**src/rtl/logo_anim_ctrl.sv**
```systemverilog
// ---------------------------------------------------------------------------
// logo_anim_ctrl
//
// Frame-synchronous animation sequencer for the VGA boot logo. It reveals the
// logo letters one at a time and then bounces the whole logo left and right,
// holding for a while at each end of travel. Every visible output changes only
// on a frame boundary, so the painters never draw a torn logo mid-frame.
//
// Ports
//   clk         in   1            system clock (single clock domain)
//   rst         in   1            asynchronous, active-high reset
//   frame_tick  in   1            frame-boundary strobe (level or pulse); only
//                                 its rising edge advances the sequencer
//   run         in   1            1 = animate, 0 = park at IDLE; sampled only on
//                                 frame edges
//   delt        out  11           horizontal offset handed to the letter painters
//   letter_en   out  NUM_LETTERS  per-letter paint enable, bit0 = first letter
//   scrolling   out  1            high while the logo is moving (SCROLL_R/SCROLL_L)
//   state_o     out  3            current state encoding, for debug visibility
//
// Parameters
//   NUM_LETTERS    number of letter painters gated by letter_en (>=1)
//   REVEAL_FRAMES  frames between successive letter reveals (>=1)
//   STEP           pixels moved per frame while scrolling (>=1, <=MAX_DELT)
//   MAX_DELT       right-hand offset limit (<=1502 so the logo stays on screen)
//   HOLD_FRAMES    frames held at each end of travel (>=1)
// ---------------------------------------------------------------------------
module logo_anim_ctrl #(
   parameter int NUM_LETTERS   = 4,
   parameter int REVEAL_FRAMES = 30,
   parameter int STEP          = 2,
   parameter int MAX_DELT      = 200,
   parameter int HOLD_FRAMES   = 60
) (
   input  logic                   clk,
   input  logic                   rst,
   input  logic                   frame_tick,
   input  logic                   run,
   output logic [10:0]            delt,
   output logic [NUM_LETTERS-1:0] letter_en,
   output logic                   scrolling,
   output logic [2:0]             state_o
);

   // The frame counter is shared by all timed states, so it is sized for the
   // longer of the two intervals. It only ever counts 0 .. LIMIT-1.
   localparam int CNT_MAX = (REVEAL_FRAMES > HOLD_FRAMES) ? REVEAL_FRAMES : HOLD_FRAMES;
   localparam int CNT_W   = (CNT_MAX > 1) ? $clog2(CNT_MAX) : 1;

   localparam logic [CNT_W-1:0]       REVEAL_LAST = CNT_W'(REVEAL_FRAMES - 1);
   localparam logic [CNT_W-1:0]       HOLD_LAST   = CNT_W'(HOLD_FRAMES - 1);
   localparam logic [CNT_W-1:0]       CNT_ONE     = CNT_W'(1);
   localparam logic [11:0]            STEP_12     = 12'(STEP);
   localparam logic [11:0]            MAX_12      = 12'(MAX_DELT);
   localparam logic [10:0]            STEP_11     = 11'(STEP);
   localparam logic [10:0]            MAX_11      = 11'(MAX_DELT);
   localparam logic [NUM_LETTERS-1:0] LETTER_ONE  = NUM_LETTERS'(1);
   localparam logic [NUM_LETTERS-1:0] LETTER_ALL  = '1;

   typedef enum logic [2:0] {
      IDLE     = 3'd0,
      REVEAL   = 3'd1,
      SCROLL_R = 3'd2,
      HOLD_R   = 3'd3,
      SCROLL_L = 3'd4,
      HOLD_L   = 3'd5
   } state_t;

   state_t                 state_q,     state_d;
   logic [10:0]            delt_q,      delt_d;
   logic [NUM_LETTERS-1:0] letter_en_q, letter_en_d;
   logic [CNT_W-1:0]       frame_cnt_q, frame_cnt_d;
   logic                   tick_q,      tick_d;

   logic        fe;
   logic        state_legal;
   logic        reveal_expired;
   logic        hold_expired;
   logic [11:0] sum_r;

   // Rising-edge detect on frame_tick. tick_q resets high so a frame_tick that
   // is already high when reset releases is not mistaken for a new frame; a
   // level held for many clocks therefore yields exactly one event.
   assign fe = frame_tick & ~tick_q;

   // Encodings 6 and 7 are unreachable in normal operation; they are caught
   // here so an upset state register recovers to IDLE on the very next clock.
   assign state_legal = (3'(state_q) <= 3'd5);

   assign reveal_expired = (frame_cnt_q == REVEAL_LAST);
   assign hold_expired   = (frame_cnt_q == HOLD_LAST);

   // Rightward step is computed one bit wider than delt so the limit compare
   // cannot be fooled by a wrap, even with MAX_DELT near the top of the range.
   assign sum_r = {1'b0, delt_q} + STEP_12;

   // Next-state and next-output logic. Nothing moves unless a frame edge is
   // seen, which is what keeps the painters' inputs stable across a frame.
   always_comb begin
      state_d     = state_q;
      delt_d      = delt_q;
      letter_en_d = letter_en_q;
      frame_cnt_d = frame_cnt_q;
      tick_d      = frame_tick;

      if (!state_legal) begin
         state_d     = IDLE;
         delt_d      = '0;
         letter_en_d = '0;
         frame_cnt_d = '0;
      end else if (fe) begin
         if (!run) begin
            state_d     = IDLE;
            delt_d      = '0;
            letter_en_d = '0;
            frame_cnt_d = '0;
         end else begin
            case (state_q)
               IDLE: begin
                  state_d     = REVEAL;
                  delt_d      = '0;
                  letter_en_d = LETTER_ONE;
                  frame_cnt_d = '0;
               end

               REVEAL: begin
                  if (reveal_expired) begin
                     frame_cnt_d = '0;
                     if (letter_en_q == LETTER_ALL) begin
                        state_d = SCROLL_R;
                     end else begin
                        letter_en_d = (letter_en_q << 1) | LETTER_ONE;
                     end
                  end else begin
                     frame_cnt_d = frame_cnt_q + CNT_ONE;
                  end
               end

               SCROLL_R: begin
                  if (sum_r >= MAX_12) begin
                     delt_d      = MAX_11;
                     state_d     = HOLD_R;
                     frame_cnt_d = '0;
                  end else begin
                     delt_d = sum_r[10:0];
                  end
               end

               HOLD_R: begin
                  if (hold_expired) begin
                     frame_cnt_d = '0;
                     state_d     = SCROLL_L;
                  end else begin
                     frame_cnt_d = frame_cnt_q + CNT_ONE;
                  end
               end

               SCROLL_L: begin
                  if (delt_q <= STEP_11) begin
                     delt_d      = '0;
                     state_d     = HOLD_L;
                     frame_cnt_d = '0;
                  end else begin
                     delt_d = delt_q - STEP_11;
                  end
               end

               HOLD_L: begin
                  if (hold_expired) begin
                     frame_cnt_d = '0;
                     state_d     = SCROLL_R;
                  end else begin
                     frame_cnt_d = frame_cnt_q + CNT_ONE;
                  end
               end

               default: begin
                  state_d     = IDLE;
                  delt_d      = '0;
                  letter_en_d = '0;
                  frame_cnt_d = '0;
               end
            endcase
         end
      end
   end

   // State and output registers. Reset is asynchronous so the logo blanks
   // immediately, without waiting for a clock edge.
   always_ff @(posedge clk or posedge rst) begin
      if (rst) begin
         state_q     <= IDLE;
         delt_q      <= '0;
         letter_en_q <= '0;
         frame_cnt_q <= '0;
         tick_q      <= 1'b1;
      end else begin
         state_q     <= state_d;
         delt_q      <= delt_d;
         letter_en_q <= letter_en_d;
         frame_cnt_q <= frame_cnt_d;
         tick_q      <= tick_d;
      end
   end

   assign delt      = delt_q;
   assign letter_en = letter_en_q;
   assign state_o   = state_q;
   assign scrolling = (state_q == SCROLL_R) || (state_q == SCROLL_L);

endmodule

```
**config.mk**
```make
export PLATFORM = sky130hd
export DESIGN_NAME = logo_anim_ctrl
export DESIGN_NICKNAME = d
export VERILOG_FILES = /design/src/rtl/logo_anim_ctrl.sv
export SDC_FILE = /design/constraint.sdc
export NUM_CORES = 1
export LEC_CHECK = 0
export CORE_MARGIN = 8
export CORE_UTILIZATION = 55
export DETAILED_ROUTE_END_ITERATION = 6
export GPL_ROUTABILITY_DRIVEN = 0
export PLACE_DENSITY = 0.8
export SKIP_LAST_GASP = 1
export SLEW_MARGIN = 5
export SYNTH_ARGS = -nofsm -noshare
export SYNTH_HDL_FRONTEND = slang
export SYNTH_SLANG_ARGS = --single-unit
```
**constraint.sdc**
```tcl
create_clock -name clk -period 2.6 [get_ports clk]
set_input_delay 0.26 -clock clk [delete_from_list [all_inputs] [get_ports clk]]
set_output_delay 0.26 -clock clk [all_outputs]
set_load 0.02 [all_outputs]
```
==> results of run 1 <==
[area by class of cell]
type                       instances  area, um^2
sequential                        24         603
fill                             246        1000
inverter                          11        41.3
clock inverter                     1        30.0
tap                               33        41.3
multi-input combinational        160        1010
timing repair buffer              27         255
clock buffer                       3        22.5
[layer usage]
| metal | GRT usage, % | routed length (um) | vias up |
|---|---|---|---|
| li1 | - | - | 778 |
| met1 | 23.0 | 1970 | 777 |
| met2 | 25.8 | 1950 | 67 |
| met3 | 2.51 | 284 | 11 |
| met4 | 4.54 | 78 | 0 |
| met5 | 0 | 0 | - |
[worst max-delay path by stage]
stage                          end  slack [ns]  cells past startpoint
floorplan                  delt[5]        0.25                      9
global placement    frame_cnt_q[5]        0.22                      7
detailed placement  frame_cnt_q[0]        0.11                      7
CTS                 frame_cnt_q[3]        0.07                      7
global route        frame_cnt_q[3]       -0.04                      8
finish              frame_cnt_q[5]        0.12                      8
[state kept, by name, summed over array words and instances, names as in the netlist]
signal	count
state_o	3
letter_en	4
delt	10
frame_cnt_q	6
tick_q	1
[worst max-delay path, cell delays in order, from the launching register on]
cell and delay [ns]:
dfrtp_2 0.50, ha_1 0.28, and4_2 0.30, xnor2_1 0.13
o22a_1 0.23, o211ai_2 0.24, a21oi_4 0.13, or2_4 0.30
o41ai_2 0.28
[logic make-up (layout without fill, tap and decap cells)]
| logic type | count (synthesis) | count (layout) |
|---|---|---|
| compound gates | 63 | 63 |
| other cells | 1 | 1 |
| mux | 5 | 5 |
| buf+inv | 21 | 42 |
| flops | 24 | 24 |
| fa+ha+maj | 5 | 5 |
| xor+xnor | 4 | 4 |
| simple gates | 82 | 82 |
[power groups by stage]
| stage | sequential, mW | clock [mW] | combinational, mW |
|---|---|---|---|
| 3_5_place_dp | 0.413 | 0 | 0.119 |
| 2_1_floorplan | 0.417 | 0 | 0.0703 |
| 5_1_grt | 0.410 | 0.290 | 0.134 |
| 6_report | 0.406 | 0.278 | 0.121 |
| 4_1_cts | 0.406 | 0.284 | 0.120 |
| 3_3_place_gp | 0.412 | 0 | 0.115 |
[synth_stat cells (all sizes together)]
master   n  share of area [%]
a211o    2                1.0
a21boi   1               0.44
a21oi    9                2.9
a221o    2                1.2
a31o     1               0.52
a31oi    2               0.74
a32oi    1               0.52
and4     1               0.59
and4b    1               0.59
and4bb   1               0.74
buf      7                2.6
clkbuf   3               0.74
conb     1               0.22
dfrtp   23                 34
dfstp    1                1.5
ha       5                3.7
inv     11                2.4
mux2i    5                2.9
nand2   24                5.3
nand2b   7                2.6
nand3    7                2.4
nand4    2               0.74
nor2    20                4.4
nor2b    3                1.1
nor3     7                2.1
nor4     1               0.37
nor4b    1               0.52
o211ai   2                1.2
o21ai   28                8.2
o21bai   1               0.44
o221ai   1               0.52
o22a     1               0.52
o22ai    1               0.37
o31a     1               0.52
o31ai    4                1.8
o41ai    6                4.6
or2      2               0.88
or2b     1               0.44
or3      4                1.8
xnor2    4                2.1
[through the flow]
step | std cells | util, % | hold slack, ns | cell area (um^2)
CTS | 259 | 66.3 | 0.368 | 1990
floorplan | 205 | - | 0.264 | 1700
finish | 259 | 66.7 | 0.367 | 2000
global route | 259 | 66.7 | 0.387 | 2000
detailed placement | 255 | 64.6 | 0.494 | 1940
global placement | 255 | 64.6 | 0.482 | 1940
==> run summary, run 1 <==
status - complete, no violations
worst reg2reg path depth - 8
RSZ-0062 raised after global routing - true
Pwr per Cell Area - 402 nW/um^2
ANT nets after route - 0
post-synthesis compound-gate area fraction - 25.5%
main combinational cell family by area after synthesis - compound AO/OA/AOI/OAI gates
clock buffer depth - 2
Via density - 6.31
Critical Path RT - 2.84 ns
syn nets - 214
Worst-path clk slew - 0.15 ns
layout cells sized above 1 - 10.6%
routed vias - 1,633
later-pin clock latency in the skew report - 0.33 ns
flop-to-flop setup slack - 0.12 ns
pre-CTS setup slack - 0.106 ns
nets@finish - 236
cell-internal power - 0.592 mW
clk_skew - 0.0134 ns
Initial Util - 56.6%
maximum level of the CTS H-tree - 1
Max-Slew Margin vs Limit - 37.5%
crit path DAT - 2.72 ns
vias in the first global route - 1,534
core box area - 3000 um^2
Std-Cell Rows - 20
Synth Instances - 205
# hold bufs at CTS - 0
Gate power share - 15.0%
CTS tree - built
Area Overhead vs Synth - 17.8%
Total GRT Usage - 16.6%
yosys warns - 0
total wire length - 4290 um
sw frac - 26.4%
I/O Buffers - 21
DRT Pass-1 Iters - 6
hold path start - frame_tick
Mapped Avg Cell Area - 8.29 um^2
CTS buffer count - 3
post-synth cell types - 49
routed len/inst - 16.5 um
Fmax - 403 MHz
commonest non-fill, non-tap cell in the layout - o21ai_0
Final WS setup - 0.121 ns
hpwl dp - 3100 um
Critical R2R Launch - delt[1]
Hold Crit Class - in -> reg
final total power - 0.805 mW
Die Ht - 71.6 um
Setup crit start - delt[1]
NetSw - 0.213 mW
Setup violations, final - 0
Simple-Gate Fraction of Synth Area - 24.4%
xor/xnor cell area share of the yosys netlist - 2.06%
GRT overflow - 0
most frequent cells in the layout - 28 x o21ai_0, 23 x nand2_1, 22 x dfrtp_1, 21 x clkdlybuf4s50_1, 20 x nor2_1
Final Cycle Share - 95.4%
max-slew violations - 0
Worst Hold End - tick_q
Adder-Cell Fraction of Synth Area - 3.68%
Worst Hold Depth - 1
r2r endpoint - frame_cnt_q[5]
mux contribution to synthesized area - 2.94%
# DRC - 0
die area - 5130 um^2
clock period minus worst slack - 2.48 ns
Worst Setup End Kind - register
post-cts gate resize count - 0
DRT iter0 DRCs - 98
Worst VDD drop - 0.313 mV
final-report hold violation count - 0
Mapped Area - 1700 um^2
synthesized flop and latch total - 24
TNS Setup - 0 ns
CTS root buffer - clkbuf_4
Leak - 0.829 nW
post-synthesis sequential area ratio - 35.4%
initial antenna violation count - 0
Post-CTS Setup Inserts - 0
max-cap check violation count - 0
# diodes - 0
largest net degree at the start of global routing - 25
register share of total power - 50.4%
worst-margin pin slew - 0.937 ns
Chip Width - 71.6 um
Crit Path Max Fanout - 12
Clk pwr share - 34.6%
IO Pins - 23
Clock Sinks - 24
global-route wire length before repair - 7070 um
Crit Path Category - reg -> reg
CP startpoint kind - register
No activity file was read; power rests on OpenSTA's default activity.
==> inputs of run 2 (changes only) <==
Settings changed: CORE_UTILIZATION 55 to 30, PLACE_DENSITY 0.8 to unset.
==> run 2 against run 1 <==
Global-route usage decreased by 5.4 points. Clock skew is 0.0060 ns lower. Worst setup slack better by 0.037 ns. Routed wire length increased by 1.3%. Final area grew 4.8%. Critical path type unchanged. Combinational power hardly changed. Hold slack worse by 0.051 ns.
==> run summary, run 2 (synthesized netlist as in run 1, its figures left out) <==
Max-Slew Margin vs Limit - 65.8%
Non-Filler Instances - 302
clock buffer depth - 2
GRT overflow - 0
Worst-path clk slew - 0.10 ns
DRT Pass-1 Iters - 4
worst-margin pin slew - 0.513 ns
Clock Sinks - 24
Crit Path Max Fanout - 12
commonest non-fill, non-tap cell in the layout - o21ai_0
Area Overhead vs Synth - 23.5%
Setup violations, final - 0
hpwl dp - 3150 um
routed len/inst - 14.4 um
Crit Path Category - reg -> reg
CTS root buffer - clkbuf_8
initial antenna violation count - 0
core box area - 5510 um^2
Final Cycle Share - 93.9%
r2r endpoint - frame_cnt_q[5]
slowest CP cell - dfrtp_2
Via density - 5.21
most frequent cells in the layout - 28 x o21ai_0, 24 x nand2_1, 21 x dfrtp_1, 21 x clkdlybuf4s50_1, 20 x nor2_1
global-route wire length before repair - 7630 um
clock period minus worst slack - 2.44 ns
maximum level of the CTS H-tree - 1
crit path DAT - 2.63 ns
Leak - 0.855 nW
RSZ-0062 raised after global routing - false
Placed Area - 2000 um^2
CTS buffer count - 3
placed instance count - 296
Die Ht - 91.3 um
Worst VDD drop - 0.266 mV
Worst path max stage delay - 0.47 ns
Hold Crit Class - in -> async
# hold bufs at CTS - 0
worst reg2reg path depth - 8
Largest register FFs - 10
total wire length - 4340 um
Worst Setup End Kind - register
crit path cell chain - ha_1, and4_2, xnor2_1, o22a_1, o211ai_2, a21oi_4, or2_4, o41ai_2
I/O Buffers - 21
cell family with most CP delay - compound AO/OA/AOI/OAI gates
TNS Setup - 0 ns
Critical R2R Launch - delt[1]
clk_skew - 0.00742 ns
largest net degree at the start of global routing - 25
Fmax - 410 MHz
Total GRT Usage - 11.1%
Buffers & Inverters on Critical Path - 0
nets@finish - 240
status - complete, no violations
layout cells sized above 1 - 12.2%
# DRC - 0
final-report hold violation count - 0
final total power - 0.873 mW
die area - 8330 um^2
flop-to-flop setup slack - 0.16 ns
Critical Path RT - 2.79 ns
# diodes - 0
IO Pins - 23
DRT iter0 DRCs - 126
max-slew violations - 0
Final Instance Area - 2100 um^2
CTS tree - built
later-pin clock latency in the skew report - 0.28 ns
Initial Util - 30.9%
Std-Cell Rows - 27
ANT nets after route - 0
Pwr per Cell Area - 416 nW/um^2
Chip Width - 91.3 um
vias in the first global route - 1,511
max-cap check violation count - 0
routed vias - 1,572
CP startpoint kind - register
==> run 2: changes by cell type in the layout (fill, tap and decap cells not counted) <==
cell      change
nand2_2       -1
nand2_1       +1
dfrtp_2       +1
buf_4         +4
dfrtp_1       -1
clkbuf_4      -3
clkbuf_8      +3
==> run 2: area by class of cell <==
class | count | area, um^2
Inverter | 11 | 41.3
Fill cell | 553 | 3410
Clock inverter | 1 | 30.0
Clock buffer | 3 | 41.3
Timing Repair Buffer | 31 | 285
Sequential cell | 24 | 604
Multi-Input combinational cell | 160 | 1010
Tap cell | 72 | 90.1
==> run 2: worst min-delay path, cell delays in order <==
cell,delay [ns]
clkdlybuf4s50_1,0.39
inv_1,0.05
buf_4,0.30
==> run 2: worst max-delay path by stage <==
stage / start / end / slack, ns / cells past startpoint
2_1_floorplan: delt[1] / delt[5] / 0.25 / 9
3_3_place_gp: delt[1] / frame_cnt_q[2] / 0.17 / 7
3_5_place_dp: delt[1] / frame_cnt_q[0] / 0.1 / 7
4_1_cts: delt[1] / frame_cnt_q[0] / 0.08 / 7
5_1_grt: delt[1] / frame_cnt_q[5] / 0.01 / 8
6_report: delt[1] / frame_cnt_q[5] / 0.16 / 8
==> run 2: where the power goes <==
part / internal [mW] / switching, mW
logic: 0.0493 / 0.0717
clock network: 0.206 / 0.139
registers: 0.388 / 0.0184
==> run 2: through the flow <==
step	util (%)	setup WS (ns)	hold slack, ns
after floorplan	-	0.253	0.264
after global placement	36.4	0.166	0.499
after detailed placement	36.4	0.0991	0.510
after CTS	37.7	0.0783	0.340
after global routing	38.1	0.0148	0.383
final	38.1	0.158	0.316
==> run 2: routing by layer <==
layer | vias up | part of all wire, % | GRT usage [%]
li1 | 785 | - | -
met1 | 733 | 48 | 15.1
met2 | 49 | 44 | 16.1
met3 | 5 | 6.2 | 1.98
met4 | 0 | 1.9 | 6.28
met5 | - | 0 | 0
==> run 2: timing repair <==
item                                    4_1_cts  5_1_grt
buffers inserted                              0        2
endpoints found under the setup margin        0       10
resized for setup                             0        3
==> inputs of run 3 (changes only) <==
Settings changed: CTS_CLUSTER_DIAMETER set to 50, TNS_END_PERCENT set to 5.
==> results of run 3 <==
Same layout as run 2: the final DEF is identical, and so are final timing and power.
